`src/rtl/traffic_phase_sequencer.sv`:
```
// Two-road intersection phase sequencer with pedestrian walk service.
// Optional flashing-yellow override is built in with `define TRAFFIC_FLASH_EN.
module traffic_phase_sequencer #(
    parameter int CNT_W    = 8,
    parameter int TICK_DIV = 50000000
) (
    input  logic             clk,
    input  logic             rst,
    input  logic             enable,
    input  logic [CNT_W-1:0] green_time,
    input  logic [CNT_W-1:0] yellow_time,
    input  logic [CNT_W-1:0] allred_time,
    input  logic [CNT_W-1:0] walk_time,
    input  logic             ped_req,
`ifdef TRAFFIC_FLASH_EN
    input  logic             flash,
`endif
    output logic             ped_ack,
    output logic             walk,
    output logic [1:0]       light_a,
    output logic [1:0]       light_b,
    output logic             advance,
    output logic [2:0]       phase
);

    localparam int PW = $clog2(TICK_DIV);
    localparam logic [PW-1:0] PMAX = PW'(TICK_DIV - 1);

    localparam logic [1:0] L_OFF = 2'b00;
    localparam logic [1:0] L_RED = 2'b01;
    localparam logic [1:0] L_GRN = 2'b10;
    localparam logic [1:0] L_YEL = 2'b11;

    typedef enum logic [2:0] {
        S_IDLE  = 3'd0,
        S_A_GRN = 3'd1,
        S_A_YEL = 3'd2,
        S_RED1  = 3'd3,
        S_B_GRN = 3'd4,
        S_B_YEL = 3'd5,
        S_RED2  = 3'd6,
        S_WALK  = 3'd7
    } state_t;

    state_t           r_state;
    state_t           w_next;
    logic [PW-1:0]    r_presc;
    logic [CNT_W-1:0] r_cnt;
    logic             r_ped;
    logic             r_flash;
    logic             r_blink;

    logic             w_flash_in;
    logic             w_flash_start;
    logic             w_blink_nxt;
    logic             w_run;
    logic             w_tick;
    logic             w_entry;
    logic             w_presc_clr;
    logic [CNT_W-1:0] w_dur;
    logic [CNT_W-1:0] w_load;
    logic [1:0]       w_la;
    logic [1:0]       w_lb;

`ifdef TRAFFIC_FLASH_EN
    assign w_flash_in = flash;
`else
    assign w_flash_in = 1'b0;
`endif

    // Flash mode parks the FSM in IDLE but keeps the prescaler running.
    assign w_run         = (r_state != S_IDLE) || r_flash;
    assign w_tick        = w_run && (r_presc == PMAX);
    assign w_flash_start = w_flash_in && !r_flash;
    assign w_presc_clr   = w_entry || w_flash_start ||
                           ((w_next == S_IDLE) && !w_flash_in);

    always_comb begin
        w_next  = r_state;
        w_entry = 1'b0;
        if (w_flash_in) begin
            w_next = S_IDLE;
        end else if (r_flash) begin
            if (enable) begin
                w_next  = S_RED1;
                w_entry = 1'b1;
            end else begin
                w_next = S_IDLE;
            end
        end else if (!enable) begin
            w_next = S_IDLE;
        end else if (r_state == S_IDLE) begin
            w_next  = S_A_GRN;
            w_entry = 1'b1;
        end else if (w_tick && (r_cnt == '0)) begin
            w_entry = 1'b1;
            unique case (r_state)
                S_A_GRN: w_next = S_A_YEL;
                S_A_YEL: w_next = S_RED1;
                S_RED1:  w_next = S_B_GRN;
                S_B_GRN: w_next = S_B_YEL;
                S_B_YEL: w_next = S_RED2;
                S_RED2:  w_next = r_ped ? S_WALK : S_A_GRN;
                S_WALK:  w_next = S_A_GRN;
                default: w_next = S_IDLE;
            endcase
        end
    end

    always_comb begin
        w_dur = '0;
        unique case (w_next)
            S_A_GRN, S_B_GRN: w_dur = green_time;
            S_A_YEL, S_B_YEL: w_dur = yellow_time;
            S_RED1, S_RED2:   w_dur = allred_time;
            S_WALK:           w_dur = walk_time;
            default:          w_dur = '0;
        endcase
        // A zero duration still runs one full tick.
        w_load = (w_dur == '0) ? '0 : w_dur - CNT_W'(1);
    end

    always_comb begin
        w_blink_nxt = r_blink;
        if (w_flash_start) begin
            w_blink_nxt = 1'b1;
        end else if (r_flash && w_tick) begin
            w_blink_nxt = ~r_blink;
        end
    end

    always_comb begin
        w_la = L_OFF;
        w_lb = L_OFF;
        if (w_flash_in) begin
            w_la = w_blink_nxt ? L_YEL : L_OFF;
            w_lb = w_blink_nxt ? L_YEL : L_OFF;
        end else begin
            unique case (w_next)
                S_A_GRN: begin w_la = L_GRN; w_lb = L_RED; end
                S_A_YEL: begin w_la = L_YEL; w_lb = L_RED; end
                S_B_GRN: begin w_la = L_RED; w_lb = L_GRN; end
                S_B_YEL: begin w_la = L_RED; w_lb = L_YEL; end
                S_RED1, S_RED2, S_WALK: begin
                    w_la = L_RED;
                    w_lb = L_RED;
                end
                default: begin w_la = L_OFF; w_lb = L_OFF; end
            endcase
        end
    end

    always_ff @(posedge clk) begin
        if (rst) begin
            r_state <= S_IDLE;
            r_presc <= '0;
            r_cnt   <= '0;
            r_ped   <= 1'b0;
            r_flash <= 1'b0;
            r_blink <= 1'b0;
            ped_ack <= 1'b0;
            walk    <= 1'b0;
            light_a <= L_OFF;
            light_b <= L_OFF;
            advance <= 1'b0;
            phase   <= 3'd0;
        end else begin
            r_state <= w_next;
            r_flash <= w_flash_in;
            r_blink <= w_blink_nxt;

            if (w_presc_clr || w_tick) begin
                r_presc <= '0;
            end else begin
                r_presc <= r_presc + PW'(1);
            end

            if (w_entry) begin
                r_cnt <= w_load;
            end else if (w_next == S_IDLE) begin
                r_cnt <= '0;
            end else if (w_tick && (r_cnt != '0)) begin
                r_cnt <= r_cnt - CNT_W'(1);
            end

            // Walk entry wins over a same-cycle request.
            if (w_entry && (w_next == S_WALK)) begin
                r_ped <= 1'b0;
            end else if (ped_req && (r_state != S_WALK)) begin
                r_ped <= 1'b1;
            end

            ped_ack <= w_entry && (w_next == S_WALK);
            walk    <= (w_next == S_WALK);
            light_a <= w_la;
            light_b <= w_lb;
            advance <= w_entry;
            phase   <= w_next;
        end
    end

endmodule

```
`config.mk`:
```
export PLATFORM = sky130hd
export DESIGN_NAME = traffic_phase_sequencer
export DESIGN_NICKNAME = d
export VERILOG_FILES = /design/src/rtl/traffic_phase_sequencer.sv
export SDC_FILE = /design/constraint.sdc
export NUM_CORES = 1
export LEC_CHECK = 0
export BUFFER_PORTS_ARGS = -buffer_cell sky130_fd_sc_hd__buf_2
export CORE_AREA = 2 2 73 75
export DETAILED_ROUTE_END_ITERATION = 8
export DIE_AREA = 0 0 75 77
export PLACE_DENSITY = 0.77
export REMOVE_ABC_BUFFERS = 1
export SYNTH_ARGS = -nofsm -noshare
export SYNTH_HDL_FRONTEND = slang
export SYNTH_SLANG_ARGS = --single-unit
```
`constraint.sdc`:
```
create_clock -name clk -period 5 [get_ports clk]
set_clock_uncertainty 0.2 [all_clocks]
set_input_delay 0.75 -clock clk [delete_from_list [all_inputs] [get_ports clk]]
set_output_delay 0.75 -clock clk [all_outputs]
set_load 0.02 [all_outputs]
```
==> out/qor.txt <==
1st-pass router iterations -> 4
Starting Density -> 0.538
die outline width -> 75 um
Crit Path Category -> reg -> reg
IO buf count -> 45
Diodes inserted -> 0
switch share -> 0.266
Top FF cell, synth -> dfxtp_1
# IOs -> 46
clk_lat worst skew -> 0.30 ns
hpwl dp -> 4.79 mm
first-pass GRT wire length -> 10.2 mm
GRT overflow -> 0
CP cell instances -> ha_1 -> nand4_1 -> or4_1 -> o41ai_1 -> o2111a_2 -> a22o_1 -> a221o_1 -> inv_1 -> ha_1 -> a41oi_4 -> a21oi_1 -> nor3_1
post-synthesis cell count -> 332
crit end category -> register
Slew HR -> 0.370
worst hold start -> r_presc[0]
CTS tree -> yes
critical path data arrival time -> 3.91 ns
Non-Filler Instances -> 442
P_sw -> 190 uW
fin crit share -> 0.776
Final Hold Viols -> 0
Post-CTS Setup Bufs -> 0
Max Slew Vio Count -> 0
Reg2Reg Depth -> 12
initial antenna violation count -> 0
via count -> 2514
CP top delay family -> compound AO/OA/AOI/OAI gates
Peak VDD IR -> 173 uV
Setup Viol. Count Final -> 0
FF-to-FF Start -> r_presc[0]
largest net degree at the start of global routing -> 27
max cap viols -> 0
Max Root-Sink Buffers -> 2
# placed instances -> 434
clock group share of total power -> 0.333
Area after DPL -> 0.00293 sq mm
Int Pwr -> 524 uW
Period minus WS final -> 3.88 ns
Setup TNS -> 0 ns
CP max stage cell -> or4_1
Clock H-tree levels -> 2
sequential area share after synthesis -> 0.337
vias in the first global route -> 2336
critical path required time -> 5.03 ns
CTS buffer count -> 5
Comb pwr share -> 0.145
r2r setup slk -> 1.12 ns
worst-margin pin slew -> 0.933 ns
remaining antenna violation count after routing -> 0
cell row count -> 26
Yosys warnings -> 0
Post-synth EDFFs -> 0
syn_area_per_cell -> 8.06 sq um
DIE AREA -> 0.00578 sq mm
Nets -> 412
worst path bufs/invs -> 1
asr flop ratio synth -> 0
Hold Path Class -> reg -> reg
unrepaired setup endpoints after global routing -> false
placeable core area -> 0.00498 sq mm
share of cells above drive strength 1 -> 0.185
Leakage Power -> 0.00115 uW
Mapped Area -> 0.00268 sq mm
CP startpoint kind -> register
hold_buf cts -> 0
hold path depth -> 1
delay of the slowest critical-path stage -> 0.55 ns
CP max FO -> 8
sequential power share -> 0.522
total track usage -> 0.223
Yosys top cell area share -> 0.337
Root Buffer Master -> clkbuf_8
CTS Sinks -> 45
status -> complete, no violations
Yosys reg bits -> 45
Yosys cell types -> 61
pwr/cell area -> 236 mW/mm^2
final wirelength -> 6.25 mm
Worst Hold End -> r_presc[0]
leading area contributor after synthesis -> dfxtp_1
Die Y -> 77 um
fill count -> 482
Synth area leaders -> dfxtp_1, nor2_1, xor2_1
drt wl/cell -> 14.1 um
RR Endpoint -> r_cnt[0]
most frequent CP cell -> ha_1
Clock Pin Slew Worst Setup and Hold Paths -> 0.09 ns
drt via density -> 5.69
Final Wtd Congestion -> 0.817
Iteration-0 DRC Markers -> 76
post-CTS sizing -> 0
area delta synth->final -> 13.2%
cell area after layout -> 0.00303 sq mm
DRC viols -> 0
Max Clk Rate -> 0.258 GHz
## logic make-up after synthesis
kind of cell    Yosys count  synth area share
xor+xnor                 31             0.101
fa+ha+maj                 5            0.0234
simple gates            165             0.330
compound gates           60             0.167
buf+inv                  25            0.0379
flops                    45             0.337
mux                       1           0.00374
## metal layers
metal	wire length, um	global-route usage
met5	0	0
met4	95	0.0571
met3	281	0.0486
met2	3080	0.375
met1	2790	0.284
## worst max-delay path by stage
stage | start | end | slack, ns | depth (start not counted)
global route | r_state[0] | r_cnt[0] | 0.76 | 11
finish | r_presc[0] | r_cnt[0] | 1.12 | 12
detailed placement | r_presc[0] | r_cnt[4] | 1.15 | 13
CTS | r_presc[0] | r_cnt[6] | 1.14 | 14
global placement | r_state[0] | r_cnt[0] | 1.29 | 11
floorplan | r_cnt[0] | r_cnt[4] | 1.47 | 14
## cells in the mapped netlist (all sizes together) (3+ instances only)
master  count
nand3      22
nand2b      4
nor3       16
or3         4
nor4        4
and2        4
a21boi      3
clkbuf     11
ha          5
xnor2      14
a221o       5
a222oi      3
nand2      20
xor2       17
nor2       52
or2         4
nand4      11
dfxtp      45
and3        5
inv        12
o21ai      11
a32oi       3
nor4b       3
a21oi      17
## sequential cells by signal, summed over array words and instances, names as in the netlist, 2 cells and up
| name | count |
|---|---|
| r_presc | 26 |
| r_state | 3 |
| light_a | 2 |
| light_b | 2 |
| r_cnt | 8 |
## area by class of cell
cell class | count | area, sq um | share of cell area
Multi-Input combinational cell | 262 | 1670 | 0.553
Sequential cell | 45 | 901 | 0.297
Timing Repair Buffer | 45 | 225 | 0.0743
Tap cell | 70 | 87.6 | 0.0289
Clock buffer | 6 | 82.6 | 0.0273
Inverter | 12 | 45.0 | 0.0149
Clock inverter | 2 | 13.8 | 0.00454
## metrics by stage
| step | util | total power, uW | worst slack [ns] | hold slack [ns] |
|---|---|---|---|---|
| after floorplan | - | 449 | 1.47 | 0.230 |
| after global placement | 0.589 | 481 | 1.29 | 0.244 |
| after detailed placement | 0.589 | 484 | 1.15 | 0.254 |
| after CTS | 0.609 | 718 | 1.14 | 0.274 |
| after global routing | 0.609 | 746 | 0.762 | 0.303 |
| final | 0.609 | 714 | 1.12 | 0.273 |
## power by group through the flow
| stage | Sequential, uW | Clock (uW) | Combinational [uW] |
|---|---|---|---|
| floorplan | 381 | 0 | 67.4 |
| global placement | 381 | 0 | 100 |
| detailed placement | 381 | 0 | 102 |
| CTS | 373 | 242 | 103 |
| global route | 374 | 258 | 114 |
| finish | 373 | 238 | 104 |
## placed cells by master, fill, tap and decap left out, drive strengths merged, types with 12 or more instances in the layout
master and instances:
dfxtp 45, xor2 17, xnor2 14, buf 45, a21oi 17, nand3 22
nor3 16, nand2 20, inv 12, nor2 52
No activity file was read; power rests on OpenSTA's default activity.
